==> config.mk <==
export PLATFORM = sky130hd
export DESIGN_NAME = fetch_queue_flat
export DESIGN_NICKNAME = d
export VERILOG_FILES = /design/src/rtl/fetch_queue_pkg.sv /design/src/rtl/fetch_queue_if.sv /design/src/rtl/fetch_queue_fifo.sv /design/src/rtl/fetch_queue.sv /design/src/flat_wrapper.sv
export SDC_FILE = /design/constraint.sdc
export NUM_CORES = 1
export LEC_CHECK = 0
export CORE_AREA = 2 2 120 122
export DETAILED_ROUTE_END_ITERATION = 8
export DIE_AREA = 0 0 122 124
export GPL_ROUTABILITY_DRIVEN = 0
export HOLD_SLACK_MARGIN = 0.15
export SLEW_MARGIN = 20
export SYNTH_ARGS = -nofsm -noshare
export SYNTH_HDL_FRONTEND = slang
export SYNTH_SLANG_ARGS = --single-unit
export TNS_END_PERCENT = 20
==> constraint.sdc <==
create_clock -name i_clk -period 2.58 [get_ports i_clk]
set_input_delay 0.516 -clock i_clk [delete_from_list [all_inputs] [get_ports i_clk]]
set_output_delay 0.516 -clock i_clk [all_outputs]
set_load 0.1 [all_outputs]
==> src/rtl/fetch_queue_pkg.sv <==
// Shared widths, reset fetch vector and queue entry type for the fetch front end.
package fetch_queue_pkg;
  localparam int ADDR_W   = 16;
  localparam int DATA_W   = 16;
  localparam int FQ_DEPTH = 2;

  localparam logic [ADDR_W-1:0] RESET_VEC = '0;

  typedef struct packed {
    logic [ADDR_W-1:0] pc;
    logic [DATA_W-1:0] instr;
  } fq_entry_t;
endpackage

==> src/rtl/fetch_queue_if.sv <==
// ROM read port, redirect input and decode handshake of the fetch front end.
interface fetch_queue_if import fetch_queue_pkg::*; ();
  logic              redirect;
  logic [ADDR_W-1:0] redirect_addr;
  logic              rom_req;
  logic [ADDR_W-1:0] rom_addr;
  logic [DATA_W-1:0] rom_data;
  logic              out_valid;
  logic [DATA_W-1:0] out_instr;
  logic [ADDR_W-1:0] out_pc;
  logic              out_ready;

  modport master (
    input  redirect, redirect_addr, rom_data, out_ready,
    output rom_req, rom_addr, out_valid, out_instr, out_pc
  );

  modport slave (
    output redirect, redirect_addr, rom_data, out_ready,
    input  rom_req, rom_addr, out_valid, out_instr, out_pc
  );
endinterface

==> src/rtl/fetch_queue_fifo.sv <==
// fetch_fifo: DEPTH-entry prefetch FIFO with push, pop, synchronous flush and occupancy count.
module fetch_fifo import fetch_queue_pkg::*; #(
  parameter  int DEPTH = FQ_DEPTH,
  localparam int AW    = $clog2(DEPTH),
  localparam int CW    = AW + 1
) (
  input  logic          i_clk,
  input  logic          i_rst_n,
  input  logic          i_push,
  input  fq_entry_t     i_data,
  input  logic          i_pop,
  input  logic          i_flush,
  output fq_entry_t     o_head,
  output logic [CW-1:0] o_count
);
  fq_entry_t         r_mem [DEPTH];
  logic [AW-1:0]     r_rd;
  logic [AW-1:0]     r_wr;
  logic [CW-1:0]     r_cnt;

  // Flush drops pointers only; stale storage is hidden behind a zero count.
  always_ff @(posedge i_clk or negedge i_rst_n) begin
    if (!i_rst_n) begin
      for (int i = 0; i < DEPTH; i++) r_mem[i] <= '0;
      r_rd  <= '0;
      r_wr  <= '0;
      r_cnt <= '0;
    end else if (i_flush) begin
      r_rd  <= '0;
      r_wr  <= '0;
      r_cnt <= '0;
    end else begin
      if (i_push) begin
        r_mem[r_wr] <= i_data;
        r_wr        <= r_wr + 1'b1;
      end
      if (i_pop) r_rd <= r_rd + 1'b1;
      r_cnt <= r_cnt + CW'(i_push) - CW'(i_pop);
    end
  end

  assign o_head  = r_mem[r_rd];
  assign o_count = r_cnt;
endmodule

==> src/rtl/fetch_queue.sv <==
// Instruction fetch front end: fetch pointer, ROM issue, prefetch queue, redirect flush.
// Optional FETCH_STALL_CNT_EN adds o_stall_count (decode-ready-but-empty cycles).
module fetch_queue import fetch_queue_pkg::*; #(
  parameter  int DEPTH = FQ_DEPTH,
  localparam int CW    = $clog2(DEPTH) + 1
) (
  input  logic        i_clk,
  input  logic        i_rst_n,
`ifdef FETCH_STALL_CNT_EN
  output logic [15:0] o_stall_count,
`endif
  fetch_queue_if.master fq
);
  logic              r_run;
  logic              r_inflight;
  logic [ADDR_W-1:0] r_inflight_pc;
  logic [ADDR_W-1:0] r_fpc;
  logic [CW-1:0]     w_count;
  fq_entry_t         w_head;
  fq_entry_t         w_wdata;
  logic              w_valid;
  logic              w_pop;
  logic              w_issue;
  logic              w_push;

  assign w_valid = (w_count != '0);
  assign w_pop   = w_valid & fq.out_ready;
  // r_run holds off issue until the first full cycle after reset release.
  assign w_issue = r_run & ~fq.redirect &
                   ((int'(w_count) + int'(r_inflight) - int'(w_pop)) < DEPTH);
  // A response landing in a redirect cycle is stale; flush also wins inside the FIFO.
  assign w_push  = r_inflight & ~fq.redirect;
  assign w_wdata = '{pc: r_inflight_pc, instr: fq.rom_data};

  always_ff @(posedge i_clk or negedge i_rst_n) begin
    if (!i_rst_n) begin
      r_run         <= 1'b0;
      r_inflight    <= 1'b0;
      r_inflight_pc <= '0;
      r_fpc         <= RESET_VEC;
    end else begin
      r_run      <= 1'b1;
      r_inflight <= w_issue;
      if (w_issue) r_inflight_pc <= r_fpc;
      if (fq.redirect)  r_fpc <= fq.redirect_addr;
      else if (w_issue) r_fpc <= r_fpc + 1'b1;
    end
  end

  fetch_fifo #(.DEPTH(DEPTH)) u_fifo (
    .i_clk   (i_clk),
    .i_rst_n (i_rst_n),
    .i_push  (w_push),
    .i_data  (w_wdata),
    .i_pop   (w_pop),
    .i_flush (fq.redirect),
    .o_head  (w_head),
    .o_count (w_count)
  );

  assign fq.rom_req   = w_issue;
  assign fq.rom_addr  = r_fpc;
  assign fq.out_valid = w_valid;
  assign fq.out_instr = w_head.instr;
  assign fq.out_pc    = w_head.pc;

`ifdef FETCH_STALL_CNT_EN
  logic [15:0] r_stall_cnt;

  always_ff @(posedge i_clk or negedge i_rst_n) begin
    if (!i_rst_n)
      r_stall_cnt <= '0;
    else if (fq.out_ready && !w_valid && r_stall_cnt != 16'hFFFF)
      r_stall_cnt <= r_stall_cnt + 16'd1;
  end

  assign o_stall_count = r_stall_cnt;
`endif
endmodule

==> src/flat_wrapper.sv <==
// flat-port wrapper written by rule: the top's interface ports become plain ports
module fetch_queue_flat import fetch_queue_pkg::*;
#(
  parameter  int DEPTH = FQ_DEPTH,
  localparam int CW    = $clog2(DEPTH) + 1
)
  (i_clk, i_rst_n, fq_redirect, fq_redirect_addr, fq_rom_data, fq_out_ready, fq_rom_req, fq_rom_addr, fq_out_valid, fq_out_instr, fq_out_pc);
  fetch_queue_if fq_i ();
  input  logic i_clk;
  input  logic i_rst_n;
  input wire logic [$bits(fq_i.redirect)-1:0] fq_redirect;
  input wire logic [$bits(fq_i.redirect_addr)-1:0] fq_redirect_addr;
  input wire logic [$bits(fq_i.rom_data)-1:0] fq_rom_data;
  input wire logic [$bits(fq_i.out_ready)-1:0] fq_out_ready;
  output wire logic [$bits(fq_i.rom_req)-1:0] fq_rom_req;
  output wire logic [$bits(fq_i.rom_addr)-1:0] fq_rom_addr;
  output wire logic [$bits(fq_i.out_valid)-1:0] fq_out_valid;
  output wire logic [$bits(fq_i.out_instr)-1:0] fq_out_instr;
  output wire logic [$bits(fq_i.out_pc)-1:0] fq_out_pc;
  assign fq_i.redirect = fq_redirect;
  assign fq_i.redirect_addr = fq_redirect_addr;
  assign fq_i.rom_data = fq_rom_data;
  assign fq_i.out_ready = fq_out_ready;
  assign fq_rom_req = fq_i.rom_req;
  assign fq_rom_addr = fq_i.rom_addr;
  assign fq_out_valid = fq_i.out_valid;
  assign fq_out_instr = fq_i.out_instr;
  assign fq_out_pc = fq_i.out_pc;
  fetch_queue #(.DEPTH(DEPTH)) u_core (.i_clk(i_clk), .i_rst_n(i_rst_n), .fq(fq_i));
endmodule
## Yosys cells after proc, flatten, opt, wreduce, memory -nomap -nowiden

Index checks and enable logic that the tools add are counted.

| cells by class | value |
|---|---|
| add/sub/neg operators | 7 |
| magnitude comparators | 4 |
| muxes and demuxes | 13 |
| bitwise gates (word level) | 7 |
| reductions and logical operators | 6 |

Operator list:

| cell | number |
|---|---|
| $mux 32 | 4 |
| $bwmux 64 | 1 |
| $demux 32 s1 | 1 |
| $lt 32x3->1 const B | 1 |
| $mux 16 | 2 |
| $sub 32x2->32 | 1 |
| $add 16x1->16 const B | 1 |
| $reduce_bool 2->1 | 4 |
| $and 1x1->1 | 4 |
| $ge 2x2->1 const B | 2 |
| $mux 1 | 4 |
| $not 1->2 | 2 |
| $add 2x1->3 | 1 |
| $add 1x1->1 const B | 2 |
| $add 2x1->2 | 1 |
| $lt 2x1->1 const B | 1 |
| $mux 2 | 1 |
| $reduce_and 2->1 | 1 |
| $sub 2x1->2 | 1 |
| $logic_and 1x1->1 | 1 |
| $not 1->1 | 1 |

| word-level totals | value |
|---|---|
| bits in registers | 102 |
| input port bits | 36 |
| logic and storage cells | 48 |

## Longest topological paths before layout

| logic depth | value |
|---|---|
| depth in word-level cells | 7 |
| gate-level depth with buffers | 12 |
| gate-level depth less buffers | 11 |

## By module

Synthesis repeated with hierarchy kept, for this count alone.

| second synthesis, totals | value |
|---|---|
| cell total of the unflattened synthesis | 370 |
| area total of the unflattened synthesis | 4,704.5 µm² |

By module, submodules not included:

| module | times used | cells each | area each (µm²) | seq. area each (µm²) |
|---|---|---|---|---|
| fetch_fifo | 1 | 187 | 2,999.1 | 1,701.6 |
| fetch_queue | 1 | 183 | 1,705.4 | 850.8 |

## Worst setup path before layout

No wires, ideal clock.

| timing | value |
|---|---|
| path type | register to output |
| from | register u_core.u_fifo.r_cnt[0], in the netlist u_core.u_fifo.o_count[0] |
| to | output port fq_rom_req |
| data arrival time | 2.248 ns |
| data required time | 2.064 ns |
| path slack | -0.184 ns |
| stages on the path, launching flop included | 11 |
| path buffers | 2 |
| path through | dfrtp_1 ha_1 inv_1 ha_1 inv_1 ha_1 ha_1 o221a_1 buf_6 nor3_4 buf_12 |

| between the ends | value |
|---|---|
| cells in the longest elaborated chain, start to end | 5 |
| elaborated cells on any way between the ends | 6 |
| those cells by class | add/sub: 2; order compare: 1; bitwise: 2; reduce/logical: 1 |

RTL lines:

| item | line | RTL |
|---|---|---|
| start: declaration | fetch_queue_fifo.sv:19 | `logic [CW-1:0] r_cnt;` |
| start signal: assignment | fetch_queue_fifo.sv:38 | `r_cnt <= r_cnt + CW'(i_push) - CW'(i_pop);` |
| parallel branches: the longest is 2 deep, another holds $add 2x1->3 | - |  |
| $sub 32x2->32 (*) | fetch_queue.sv:30 | `((int'(w_count) + int'(r_inflight) - int'(w_pop)) < DEPTH);` |
| $lt 32x3->1 (*) | fetch_queue.sv:30 |  |
| $and 1x1->1 (*) | fetch_queue.sv:29 | `assign w_issue = r_run & ~fq.redirect &` |
| end: declaration | flat_wrapper.sv:15 | `output wire logic [$bits(fq_i.rom_req)-1:0] fq_rom_req;` |

Mark *: on every way between the ends.

## Worst setup path after layout

Ends and elaborated chain as after synthesis.

==> flow_metrics.env <==
export IMPL_status="complete, but fails checks"
export IMPL_violations="negative setup slack"
export IMPL_pre_cts_ws_ns=-0.224
export IMPL_synth_top_area_share_pct=53.6
export IMPL_fp_dieArea_mm2=0.0151
export IMPL_synth_common_cells="102 x dfrtp_1, 102 x mux2_2, 24 x nand2_1"
export IMPL_crit_required_ns=2.06
export IMPL_synth_top_flop_cell="dfrtp_1"
export IMPL_fill_cells=1217
export IMPL_die_w_um=122
export IMPL_setup_ws_ns=-0.169
export IMPL_fin_crit_sh_pct=107
export IMPL_core_area_mm2=0.0137
export IMPL_num_vias=3005
export IMPL_cpPeakStageDelay_ns=0.42
export IMPL_skew_ns=0.00618
export IMPL_grt_ovfl_total=0
export IMPL_initial_core_util_pct=34.7
export IMPL_detail_route_iter0_violations=109
export IMPL_hold_buffers=0
export IMPL_grtUsageTotal_pct=14.3
export IMPL_slew_headroom_pct=60.4
export IMPL_cts_tree="done"
export IMPL_postSynth_asyncResetShare_pct=100
export IMPL_drc_errors=0
export IMPL_io_pins=86
export IMPL_nets=487
export IMPL_wire_per_inst_um=16.0
export IMPL_synth_edf_count=0
export IMPL_max_freq_ghz=0.364
export IMPL_synth_area_mm2=0.00476
export IMPL_yosys_area_top_type="dfrtp_1"
export IMPL_grt_pass1_vias=3167
export IMPL_min_period_ns=2.75
export IMPL_cp_cell_sequence="buf_4 > o21ai_4 > nor2_2 > buf_4 > ha_4 > ha_4 > o221a_4 > nor3_4 > buf_12"
export IMPL_die_h_um=124
export IMPL_cts_sinks=102
export IMPL_multi_input_area_mm2=0.00217
export IMPL_hold_class="in -> async"
export IMPL_wirelength_um=9990
export IMPL_cts_htree_levels=3
export IMPL_antenna_left=0
export IMPL_seq_area_mm2=0.00255
export IMPL_syn_nets=395
export IMPL_yosysWarnings=0
export IMPL_synth_seq_cells=102
export IMPL_grt_max_degree=46
export IMPL_slowest_stage="dfrtp_1"
export IMPL_worst_slew_pin_slew_ns=0.594
export IMPL_clk_latency_ns=0.34
export IMPL_crit_arrival_ns=2.23
export IMPL_avgSynthCellArea_um2=13.7
export IMPL_first_pass_iters=4
export IMPL_synth_seq_area_share_pct=53.6
export IMPL_cts_buffer_depth=2
export IMPL_synth_cells=349
export IMPL_criticalPathCategory="reg -> out"
export IMPL_num_rows=43
export IMPL_yosys_top_cells_area="dfrtp_1 54%, mux2_2 24%, xnor2_1 3.1%"
export IMPL_finalHoldViolations=0
export IMPL_root_buffer="clkbuf_16"
export IMPL_path_clk_slew_ns=0.07
export IMPL_max_cap_violations=0
export IMPL_synth_distinct_cells=35
export IMPL_area_delta_synth_final_pct=38.1
export IMPL_antenna_found_initial=0
export IMPL_setup_viol=1
export IMPL_final_max_slew_viol_count=0
export IMPL_viasPerCell=4.80
export IMPL_grt_pass1_wl_um=16600
export IMPL_port_buffers=85
export IMPL_layout_drive_gt1_share_pct=47.8
export IMPL_rsz0062_at_grt="true"
export IMPL_cts_buffers=9
export IMPL_cp_max_fo=2
export IMPL_n_antenna_cell=0
export IMPL_cp_end_kind="output port"
export IMPL_dpl_hpwl_um=6880
export IMPL_startpoint_type="register"
[path summary, 6_finish.rpt]
kind	endpoint	slack (ns)	cells past startpoint	start
worst max-delay path	fq_rom_req	-0.17	9	u_core.u_fifo.o_count[0]$_DFF_PN0_
min in group i_clk	u_core.u_fifo.r_mem[37]$_DFFE_PN0P_	0.49	1	u_core.u_fifo.r_mem[37]$_DFFE_PN0P_
max in group asynchronous	u_core.u_fifo.o_count[1]$_DFF_PN0_	1.68	2	i_rst_n
worst max register to register	u_core.fq.rom_addr[15]$_DFFE_PN0P_	0.09	11	u_core.u_fifo.o_count[0]$_DFF_PN0_
worst min register to register	u_core.u_fifo.r_mem[37]$_DFFE_PN0P_	0.49	1	u_core.u_fifo.r_mem[37]$_DFFE_PN0P_
worst min-delay path	u_core.u_fifo.r_mem[61]$_DFFE_PN0P_	0.17	1	i_rst_n
[metrics by stage]
step	setup TNS [ns]	hold WS [ns]	utilization (%)	cells	instance area (µm²)
6_report	-0.169	0.166	48.0	626	6580
3_5_place_dp	-4.77	0.473	45.2	607	6210
2_1_floorplan	-0.0550	0.220	-	349	4800
5_1_grt	-0.288	0.212	48.0	626	6580
3_3_place_gp	-4.08	0.465	45.2	607	6210
4_1_cts	-0.232	0.198	47.8	626	6560
[timing repair]
item | in CTS | in global routing
pin swaps | 1 | 1
buffers inserted | 3 | 0
resized for setup | 5 | 4
endpoints found under the setup margin | 1 | 14
[cells by family (layout without fill, tap and decap cells)]
| family | Yosys count | count (layout) | synth area share (%) |
|---|---|---|---|
| compound gates | 19 | 19 | 2.21 |
| xor+xnor | 19 | 19 | 3.49 |
| fa+ha+maj | 10 | 10 | 2.78 |
| buf+inv | 27 | 124 | 2.94 |
| flops | 102 | 102 | 53.6 |
| mux | 113 | 113 | 27.4 |
| other cells | 1 | 1 | 0.0787 |
| simple gates | 58 | 58 | 7.54 |
[layer usage]
metal	global-route usage, %	share of wire [%]	up-vias
met5	0	0	-
met4	4.96	1.3	0
met3	3.39	4.5	10
met2	22.7	48	59
met1	19.4	47	1534
li1	-	-	1402
[state kept, by name (all words and copies together) (netlist names)]
register / cells
u_core.u_fifo.r_mem: 64
u_core.fq.rom_addr: 16
u_core.r_inflight_pc: 16
u_core.u_fifo.o_count: 2
u_core.r_inflight: 1
u_core.r_run: 1
u_core.u_fifo.r_rd: 1
u_core.u_fifo.r_wr: 1
[placed cells by master, fill, tap and decap left out, types with 3 or more instances in the layout]
cell type,Yosys,layout
buf_12,1,37
nand3_1,3,3
dfrtp_1,102,101
ha_1,9,5
mux2_4,9,9
nor2_1,5,4
buf_4,1,28
clkbuf_16,0,9
o21ai_1,6,5
mux2_2,102,102
ha_4,0,4
inv_1,8,6
nor4_1,3,3
xnor2_1,17,17
clkdlybuf4s50_1,0,34
nor4_4,3,3
nand2_1,24,24
o21ai_0,11,11
nor3_1,4,4
[cell type report]
| type | instances | area share [%] |
|---|---|---|
| clock buffer | 11 | 3.69 |
| clock inverter | 5 | 0.894 |
| inverter | 8 | 0.456 |
| multi-input combinational | 220 | 32.9 |
| sequential | 102 | 38.8 |
| tap | 180 | 3.42 |
| timing repair buffer | 100 | 19.8 |
[worst max-delay path: cells and delay by family, from the launching register on]
family                   cells  cell delay, ns
AO/OA/AOI/OAI                2            0.40
adder cells (fa/ha/maj)      2            0.31
buffers and inverters        3            0.51
flip-flops                   1            0.42
AND/OR/NAND/NOR              2            0.24
Power is left out: the tool's default activity adds up to more than one toggle a clock period on the data nets, which glitch-free logic cannot reach.
